==> config.mk <==
export PLATFORM = sky130hd
export DESIGN_NAME = uart_mem_dump
export DESIGN_NICKNAME = d
export VERILOG_FILES = /design/src/rtl/uart_mem_dump_pkg.sv /design/src/rtl/uart_byte_pacer.sv /design/src/rtl/uart_mem_dump.sv
export SDC_FILE = /design/constraint.sdc
export NUM_CORES = 1
export LEC_CHECK = 0
export CAP_MARGIN = 25
export CORE_ASPECT_RATIO = 1.25
export CORE_MARGIN = 2
export CORE_UTILIZATION = 40
export CTS_CLUSTER_DIAMETER = 150
export DETAILED_ROUTE_END_ITERATION = 12
export GPL_TIMING_DRIVEN = 0
export PLACE_DENSITY_LB_ADDON = 0.08
export SLEW_MARGIN = 20
export SYNTH_ARGS = -nofsm -noshare
export SYNTH_HDL_FRONTEND = slang
export SYNTH_SLANG_ARGS = --single-unit
==> constraint.sdc <==
create_clock -name sys_clk -period 5 [get_ports sys_clk]
set_input_delay 1 -clock sys_clk [delete_from_list [all_inputs] [get_ports sys_clk]]
set_output_delay 1 -clock sys_clk [all_outputs]
set_load 0.05 [all_outputs]
==> src/rtl/uart_mem_dump_pkg.sv <==
// Shared types and constants for the UART memory dump path and its loader counterpart.
package uart_mem_dump_pkg;

  localparam logic [15:0] TermWordDefault = 16'hffff;

  // Dump FSM states; the byte pacer reuses StIdle/StSend/StGap/StWait for its own handshake.
  typedef enum logic [2:0] {
    StIdle,
    StRd,
    StLatch,
    StSend,
    StGap,
    StWait,
    StTermHi,
    StTermLo
  } dump_state_e;

endpackage

==> src/rtl/uart_byte_pacer.sv <==
// Paces single bytes into the UART: SEND waits for ready and strobes tx_en, GAP skips the
// UART's ready-deassert latency, WAIT holds until the UART can take the next byte.
module uart_byte_pacer
  import uart_mem_dump_pkg::*;
(
  input  logic       sys_clk,
  input  logic       rst_n,
  input  logic       i_load,
  input  logic [7:0] i_byte,
  input  logic       i_tx_ready,
  output logic [7:0] o_tx_data,
  output logic       o_tx_en,
  output logic       o_done
);

  dump_state_e r_state;
  dump_state_e w_state_next;
  logic [7:0]  r_tx_data;

  always_comb begin
    w_state_next = r_state;
    o_tx_en      = 1'b0;
    o_done       = 1'b0;
    case (r_state)
      StSend: begin
        if (i_tx_ready) begin
          o_tx_en      = 1'b1;
          w_state_next = StGap;
        end
      end
      StGap:  w_state_next = StWait;
      StWait: begin
        if (i_tx_ready) begin
          o_done       = 1'b1;
          w_state_next = StIdle;
        end
      end
      default: w_state_next = StIdle;
    endcase
    // A new byte may be queued in the same cycle the previous one completes.
    if (i_load) begin
      w_state_next = StSend;
    end
  end

  always_ff @(posedge sys_clk or negedge rst_n) begin
    if (!rst_n) begin
      r_state   <= StIdle;
      r_tx_data <= 8'h00;
    end else begin
      r_state <= w_state_next;
      if (i_load) begin
        r_tx_data <= i_byte;
      end
    end
  end

  assign o_tx_data = r_tx_data;

endmodule

==> src/rtl/uart_mem_dump.sv <==
// Streams a BRAM word range out of the UART high byte first, then appends the end marker,
// mirroring the program loader's wire format.
module uart_mem_dump
  import uart_mem_dump_pkg::*;
#(
  parameter int unsigned ADDR_WIDTH = 10,
  parameter logic [15:0] TERM_WORD  = TermWordDefault
) (
  input  logic                  sys_clk,
  input  logic                  rst_n,
  input  logic                  start,
  input  logic [ADDR_WIDTH-1:0] base_addr,
  input  logic [ADDR_WIDTH:0]   word_count,
  output logic [ADDR_WIDTH-1:0] mem_addr,
  input  logic [15:0]           mem_rd_data,
  input  logic                  tx_ready,
  output logic [7:0]            tx_data,
  output logic                  tx_en,
  output logic                  busy,
  output logic                  done
);

  dump_state_e           r_state;
  dump_state_e           w_state_next;
  logic [ADDR_WIDTH-1:0] r_addr;
  logic [ADDR_WIDTH-1:0] w_addr_next;
  logic [ADDR_WIDTH:0]   r_remain;
  logic [ADDR_WIDTH:0]   w_remain_next;
  logic [ADDR_WIDTH:0]   w_remain_dec;
  logic [7:0]            r_lo;
  logic [7:0]            w_lo_next;
  logic                  r_phase_lo;
  logic                  w_phase_lo_next;
  logic                  w_load;
  logic [7:0]            w_load_byte;
  logic                  w_pace_done;

  assign w_remain_dec = r_remain - 1'b1;

  always_comb begin
    w_state_next    = r_state;
    w_addr_next     = r_addr;
    w_remain_next   = r_remain;
    w_lo_next       = r_lo;
    w_phase_lo_next = r_phase_lo;
    w_load          = 1'b0;
    w_load_byte     = 8'h00;
    done            = 1'b0;
    case (r_state)
      StIdle: begin
        if (start) begin
          w_addr_next     = base_addr;
          w_remain_next   = word_count;
          w_phase_lo_next = 1'b0;
          if (word_count == '0) begin
            w_load       = 1'b1;
            w_load_byte  = TERM_WORD[15:8];
            w_state_next = StTermHi;
          end else begin
            w_state_next = StRd;
          end
        end
      end
      StRd: w_state_next = StLatch;
      StLatch: begin
        // High byte goes straight to the pacer; only the low byte needs holding.
        w_lo_next       = mem_rd_data[7:0];
        w_phase_lo_next = 1'b0;
        w_load          = 1'b1;
        w_load_byte     = mem_rd_data[15:8];
        w_state_next    = StSend;
      end
      StSend: begin
        if (w_pace_done) begin
          if (!r_phase_lo) begin
            w_phase_lo_next = 1'b1;
            w_load          = 1'b1;
            w_load_byte     = r_lo;
          end else begin
            w_addr_next   = r_addr + 1'b1;
            w_remain_next = w_remain_dec;
            if (w_remain_dec == '0) begin
              w_load       = 1'b1;
              w_load_byte  = TERM_WORD[15:8];
              w_state_next = StTermHi;
            end else begin
              w_state_next = StRd;
            end
          end
        end
      end
      StTermHi: begin
        if (w_pace_done) begin
          w_load       = 1'b1;
          w_load_byte  = TERM_WORD[7:0];
          w_state_next = StTermLo;
        end
      end
      StTermLo: begin
        if (w_pace_done) begin
          done         = 1'b1;
          w_state_next = StIdle;
        end
      end
      default: w_state_next = StIdle;
    endcase
  end

  always_ff @(posedge sys_clk or negedge rst_n) begin
    if (!rst_n) begin
      r_state    <= StIdle;
      r_addr     <= '0;
      r_remain   <= '0;
      r_lo       <= 8'h00;
      r_phase_lo <= 1'b0;
    end else begin
      r_state    <= w_state_next;
      r_addr     <= w_addr_next;
      r_remain   <= w_remain_next;
      r_lo       <= w_lo_next;
      r_phase_lo <= w_phase_lo_next;
    end
  end

  uart_byte_pacer u_pacer (
    .sys_clk    (sys_clk),
    .rst_n      (rst_n),
    .i_load     (w_load),
    .i_byte     (w_load_byte),
    .i_tx_ready (tx_ready),
    .o_tx_data  (tx_data),
    .o_tx_en    (tx_en),
    .o_done     (w_pace_done)
  );

  assign mem_addr = r_addr;
  assign busy     = (r_state != StIdle);

endmodule
==> results by group, run 1 <==
Worst setup path
  • Crit path launch: tx_ready
  • CP Class: primary input to output pin
  • Crit. path cell count: 4
  • CP max stage cell: clkdlybuf4s50_1
  • CP Capture Type: output pin
  • Cell mode on critical path: clkdlybuf4s50_1
  • Top delay family on crit path: buffers and inverters
  • Required @ worst endpoint: 4.00 ns
  • R2r endpoint: u_pacer.o_tx_data[6]$_DFFE_PN0P_
  • Crit path max fanout: 5
  • Reg-to-reg setup timing slack: 2.60 ns
  • FF-to-FF path depth: 7
  • R2R Path Start: r_remain[6]$_DFFE_PN0P_
  • Critical Path Start Type: primary input
  • CP endpoint: done
  • Critical path buffer and inverter count: 2
  • CP max stage delay: between 0.8 and 0.9 ns
  • Critical Path AT: roughly 2.8 ns
  • Critical path cell sequence: clkdlybuf4s50_1 -> nand3_1 -> nor2_1 -> clkdlybuf4s50_1

Synthesis
  • Post-Synth Simple-Gate Area: 25.6%
  • Post-synth ARST share: between 90% and 100%
  • Total of warnings raised by yosys: 0
  • Synth Instances: between 300 and 400
  • Distinct cells, synth: between 50 and 60
  • EDFF count, synth: 0
  • Top FF cell, synth: dfrtp_1
  • Multiplexer share of the synthesized area: 0%
  • Register area share after synthesis: about two fifths
  • Post-synthesis compound-gate area fraction: roughly 25%
  • Post-synthesis xor/xnor area fraction: 0%
  • Post-Syn Area: 2630 um^2
  • Seq cells post-synth: between 40 and 50
  • Largest family of logic cells by synthesized area: simple AND/OR/NAND/NOR gates
  • Post-Syn Area per Cell: ~8.6 um^2
  • Mapped Nets: 350
  • Area share of fa/ha/maj cells after synthesis: about 1.4%

Detailed routing
  • Post-DR wirelength/cell: roughly 16 um
  • DR vias/cell: 5.56
  • Antenna viol nets, final: 0
  • Vias: 2573
  • Final routed DRC violation total: 0
  • Detailed Routing Iterations Pass 1: 4
  • DRT iter0 DRCs: around 190
  • Final wirelength: 7320 um

Pwr
  • Switch Pwr: ~420 uW
  • Worst IR Drop VDD: about 190 uV
  • Part of the power in combinational logic: between 30% and 40%
  • Leak: 1.37 nW
  • Internal power: approximately 690 uW
  • Register share of total power: between 40 and 50%
  • PD cells: roughly 320 nW/um^2
  • Clock share of power: 22.8%
  • Total power draw: approximately 1.1 mW
  • Switching portion of total power: between 30% and 40%

Global route
  • Via count of the first global-routing pass: approximately 2600
  • Initial antenna violation count: 0
  • Global route total overflow: 0
  • Tot GR Track Use: 21.2%
  • Pin count of the biggest net entering global routing: 31
  • First-pass GRT wire length: 12200 um

CTS
  • Worst-path clk slew: 0.09 ns
  • Clock Path Buffers: 2
  • Clock Root Buffer: clkbuf_8
  • CTS Sinks: 44
  • Post-CTS Setup Inserts: 0
  • Post-CTS Hold Buffers: 0
  • TritonCTS Buffers: 5
  • # resized after CTS: 0
  • CTS tree: built
  • Insertion delay to the later sink of the worst-skew pair: about 0.31 ns
  • H-tree Lvls: 2

Finish
  • Antenna diodes: 0
  • Finished Cell Area: between 3000 and 4000 um^2
  • Share of post-route cells with drive strength above 1: under 10%
  • Number of fillers in the final layout: 647
  • Area grow syn2layout: 31.6%
  • Storage cell area: 1100 um^2
  • Nets@finish: 419
  • Multi-input logic area: about 1400 um^2

Die
  • Core area: roughly 6500 um^2
  • Initial Util: between 40% and 50%
  • Row cnt: 33
  • Io pins: between 60 and 70
  • Die Y: about 95 um
  • Die width: roughly 77 um
  • Die area: just over 7000 um^2

Worst hold path
  • Hold crit path type: flip-flop to flip-flop

Timing
  • Final hold violations: 0
  • Slew @ Worst Pin: 0.942 ns
  • RSZ-0062 raised after global routing: false
  • Final Cycle Share: between 70% and 80%
  • Final setup fails: 0
  • FMAX: between 200 and 300 MHz
  • Relative slew slack: 36.7%
  • Fin. max-slew vios: 0
  • Clk_skew: ~0.0054 ns
  • Tmin final: about 3.7 ns
  • TNS Setup: 0 ns

Placed design
  • Gpl congestion: between 0.8 and 0.9
  • Area of placed instances: about 3400 um^2
  • Number of I/O port buffers: about 60
  • HPWL after DPL: 5260 um

Run
  • MaxCap Viol Count: 0

Run status
  • Status: complete, no violations
kinds of logic after synthesis:
logic type               Yosys count
adder cells (fa/ha/maj)            3
AND/OR/NAND/NOR                  134
buffers and inverters             28
flip-flops                        44
AO/OA/AOI/OAI                     97
layer usage:
metal  vias to the layer above  global-route usage, %  wire length (um)
li1                       1256                      -                 -
met2                        66                   38.1              3720
met5                         -                      0                 0
met1                      1242                   24.9              3180
met4                         0                   7.58                96
met3                         9                   4.68               331
sequential cells by signal, summed over array words and instances (netlist names):
| register | count |
|---|---|
| r_state | 3 |
| r_lo | 8 |
| r_phase_lo | 1 |
| mem_addr | 10 |
| r_remain | 11 |
| u_pacer.r_state | 3 |
| u_pacer.o_tx_data | 8 |
Yosys cell counts, drive strengths merged, types with 5 or more instances:
cell type,number,area (um^2)
nand2,48,180
a22o,8,70.1
clkbuf,19,111
nor3,10,50.1
or3,6,42.5
o21ai,26,130
buf,5,36.3
dfrtp,44,1100
nor2,28,105
a21oi,25,129
a31oi,6,52.6
nand3,12,60.1
a311o,8,80.1
cell type report:
type / count / share of cell area, %
timing repair buffer: 62 / 18.1
multi-input combinational: 234 / 39.5
clock inverter: 2 / 0.434
clock buffer: 6 / 2.38
inverter: 4 / 0.434
tap: 87 / 3.14
buffer: 24 / 4.26
sequential: 44 / 31.8
stage by stage:
step                      hold WS, ns  utilization (%)  setup slack (ns)  std cells
after CTS                       0.487             53.4              1.27        463
after floorplan                 0.447                -              2.19        306
after global placement          0.460             51.7              1.26        454
after detailed placement        0.465             51.9              1.28        455
after global routing            0.526             53.4              1.17        463
final                           0.482             53.4              1.25        463
power groups by stage:
stage / sequential, mW / combinational, mW / clock (mW)
after floorplan: 0.576 / 0.128 / 0
after CTS: 0.444 / 0.411 / 0.257
after global placement: 0.449 / 0.404 / 0
after global routing: 0.450 / 0.437 / 0.271
final: 0.444 / 0.409 / 0.252
after detailed placement: 0.450 / 0.409 / 0
layout by cell type (no fill, tap or decap), types with 4 or more instances in the layout:
| master | Yosys | routed |
|---|---|---|
| a22o_1 | 8 | 8 |
| a21oi_1 | 24 | 24 |
| a311o_1 | 8 | 8 |
| clkbuf_1 | 15 | 15 |
| o22ai_1 | 4 | 4 |
| o21ai_1 | 9 | 9 |
| nor2_1 | 28 | 28 |
| nor3_1 | 10 | 10 |
| nand2_1 | 48 | 48 |
| dfrtp_1 | 44 | 44 |
| nand3_1 | 12 | 12 |
| a31oi_1 | 5 | 5 |
| clkbuf_8 | 4 | 10 |
| or3_1 | 5 | 5 |
| inv_1 | 4 | 4 |
| o21ai_0 | 17 | 17 |
| clkdlybuf4s50_1 | 0 | 60 |
how the worst min path moves through the flow:
stage	from	endpoint	slack (ns)	cells after the start
finish	r_lo[1]$_DFFE_PN0N_	r_lo[1]$_DFFE_PN0N_	0.48	2
global route	r_lo[4]$_DFFE_PN0N_	r_lo[4]$_DFFE_PN0N_	0.53	2
CTS	r_lo[3]$_DFFE_PN0N_	r_lo[3]$_DFFE_PN0N_	0.49	2
detailed placement	r_lo[3]$_DFFE_PN0N_	r_lo[3]$_DFFE_PN0N_	0.47	2
global placement	r_lo[1]$_DFFE_PN0N_	r_lo[1]$_DFFE_PN0N_	0.46	2
floorplan	r_lo[0]$_DFFE_PN0N_	r_lo[0]$_DFFE_PN0N_	0.45	2
tightest hold or removal path: cells and delay by family (launching register included):
| kind | cells | cell delay, ns |
|---|---|---|
| flops | 1 | 0.35 |
| simple gates | 2 | 0.10 |
Power figures use the tool's default switching activity.
==> inputs of run 2 (changes only) <==
==> constraint.sdc (replaced) <==
create_clock -name sys_clk -period 3 [get_ports sys_clk]
set_input_delay 0.6 -clock sys_clk [delete_from_list [all_inputs] [get_ports sys_clk]]
set_output_delay 0.6 -clock sys_clk [all_outputs]
set_load 0.05 [all_outputs]
==> results by group, run 2 (same netlist as run 1, synthesis figures left out) <==
CTS
  • Post-CTS Setup Inserts: 0 (unchanged)
  • H-tree Lvls: 2 (unchanged)
  • Insertion delay to the later sink of the worst-skew pair: 0.30 ns (about the same)
  • Post-CTS Hold Buffers: 0 (unchanged)
  • Clock Path Buffers: 2 (unchanged)
  • CTS tree: built
  • TritonCTS Buffers: 5 (unchanged)
  • Clock Root Buffer: clkbuf_8
  • CTS Sinks: 44 (unchanged)
  • Worst-path clk slew: 0.09 ns (about the same)

Timing
  • RSZ-0062 raised after global routing: false
  • Final hold violations: 0 (unchanged)
  • Slew @ Worst Pin: 0.957 ns (+0.0148 ns)
  • Worst hold slack: 0.206 ns (-0.275 ns)
  • TNS Setup: 0 ns (unchanged)
  • Clk_skew: 0.00628 ns (+0.000864 ns)
  • Final setup fails: 0 (unchanged)
  • Final Cycle Share: 95.3%
  • Relative slew slack: 35.7% (-0.99 points)
  • FMAX: 350 MHz
  • Fin. max-slew vios: 0 (unchanged)
  • Tmin final: between 2 and 3 ns
  • Final WS setup: 0.140 ns (-1.11 ns)

Global route
  • Met3 usage: 4.68% (unchanged)
  • Met1 global-route usage: 24.9% (unchanged)
  • Most Used Layer, Global Route: met2
  • Global route total overflow: 0 (unchanged)
  • Pin count of the biggest net entering global routing: 31 (unchanged)
  • First-pass GRT wire length: 12200 um (unchanged)
  • GRT met2 Usage: 38.1% (unchanged)
  • Tot GR Track Use: 21.2% (unchanged)
  • Via count of the first global-routing pass: 2571 (unchanged)
  • Initial antenna violation count: 0 (unchanged)

Detailed routing
  • Final routed DRC violation total: 0 (unchanged)
  • Antenna viol nets, final: 0 (unchanged)
  • Post-DR wirelength/cell: 15.7 um (-0.83%)
  • Detailed Routing Iterations Pass 1: 4 (unchanged)
  • Final wirelength: 7260 um (-0.83%)
  • Vias: 2596 (+0.89%)
  • DR vias/cell: 5.61 (+0.89%)
  • DRT iter0 DRCs: 186 (unchanged)

Finish
  • Nets@finish: 419 (unchanged)
  • Antenna diodes: 0 (unchanged)
  • Layout Utilization: 53.4% (unchanged)
  • Top reg by flops: r_remain
  • Commonest cells after routing, fill and taps aside: clkdlybuf4s50_1 (59), nand2_1 (48), dfrtp_1 (44)
  • Max FFs per register: 11 (unchanged)
  • Area grow syn2layout: 31.6% (unchanged)
  • Commonest non-fill, non-tap cell in the layout: clkdlybuf4s50_1
  • Share of post-route cells with drive strength above 1: 7.71% (+0.27 points)

Die
  • Core area: 6480 um^2 (unchanged)
  • Row cnt: 33 (unchanged)
  • Die width: 76.5 um (unchanged)
  • Die area: 7250 um^2 (unchanged)
  • Initial Util: 40.6% (unchanged)
  • Die Y: 94.7 um (unchanged)
  • Io pins: 62 (unchanged)

Pwr
  • PD cells: 531 nW/um^2 (+66%)
  • Worst IR Drop VDD: 319 uV (+66%)
  • Leak: 1.37 nW (+0.54%)
  • Total power draw: 1.84 mW (+66%)

Worst setup path
  • Crit path max fanout: 10 (+5)
  • Critical Path AT: 2.26 ns (-0.49 ns)
  • CP Class: flip-flop to output pin
  • Critical Path Start Type: flip-flop
  • R2R Path Start: r_remain[6]$_DFFE_PN0P_
  • Reg-to-reg setup timing slack: 0.62 ns (-1.98 ns)
  • R2r endpoint: u_pacer.o_tx_data[6]$_DFFE_PN0P_
  • CP Capture Type: output pin
  • FF-to-FF path depth: 7 (unchanged)
  • Required @ worst endpoint: 2.40 ns (-1.60 ns)

Run
  • MaxCap Viol Count: 0 (unchanged)

Placed design
  • HPWL after DPL: 5260 um (unchanged)
  • Number of I/O port buffers: 61 (unchanged)
  • Pre-CTS setup slack: 0.0788 ns (-1.20 ns)
  • Gpl congestion: 0.895 (unchanged)

Run status
  • Status: complete, no violations

Worst hold path
  • Hold crit path type: primary input to asynchronous set/reset pin
-- run 2: cell count changes in the layout (fill, tap and decap cells not counted) --
cell	delta
clkbuf_2	+1
buf_1	-1
clkdlybuf4s50_1	-1
dlygate4sd2_1	+1
-- run 2: power breakdown --
part           internal [mW]  total (mW)  switching [mW]  leakage [nW]
clock network          0.187       0.417           0.230        0.0434
logic                  0.280       0.682           0.401         0.797
registers              0.677       0.739          0.0623         0.534
-- run 2: worst max-delay path, stage by stage, from the launching register on --
cell             delay (ns)
dfrtp_1                0.34
clkbuf_1               0.29
clkbuf_1               0.37
or3_1                  0.17
clkdlybuf4s50_1        0.79
-- run 2: layout make-up --
type	instances	area, um^2
plain buffers	24	149
fillers	645	3020
repair buffers	62	624
clock buffers	6	82.6
multi-input cells	234	1370
flip-flops and latches	44	1100
inverters	4	15.0
well taps	87	109
clock inverters	2	15.0
-- run 2: worst max path at each step --
stage,start,endpoint,slack [ns]
finish,r_state[0]$_DFFE_PN0P_,busy,0.14
global route,r_state[0]$_DFFE_PN0P_,busy,0.03
CTS,r_state[1]$_DFFE_PN0P_,busy,0.07
detailed placement,tx_ready,done,0.08
global placement,rst_n,r_lo[0]$_DFFE_PN0N_,-0.02
floorplan,r_state[1]$_DFFE_PN0P_,done,0.80
-- run 2: metal layers --
metal,vias to the layer above,routed length (um)
met5,-,0
met4,0,40
met3,2,355
met2,78,3710
met1,1260,3160
li1,1256,-
-- run 2: through the flow --
stage               area (um^2)  cells
floorplan                  2630    306
global placement           3350    454
detailed placement         3370    455
CTS                        3460    463
global route               3460    463
finish                     3460    463
-- run 2: timing repair --
item | 4_1_cts | 5_1_grt
cloned | 0 | 0
setup endpoints to repair | 1 | 1
gates resized for setup | 1 | 1
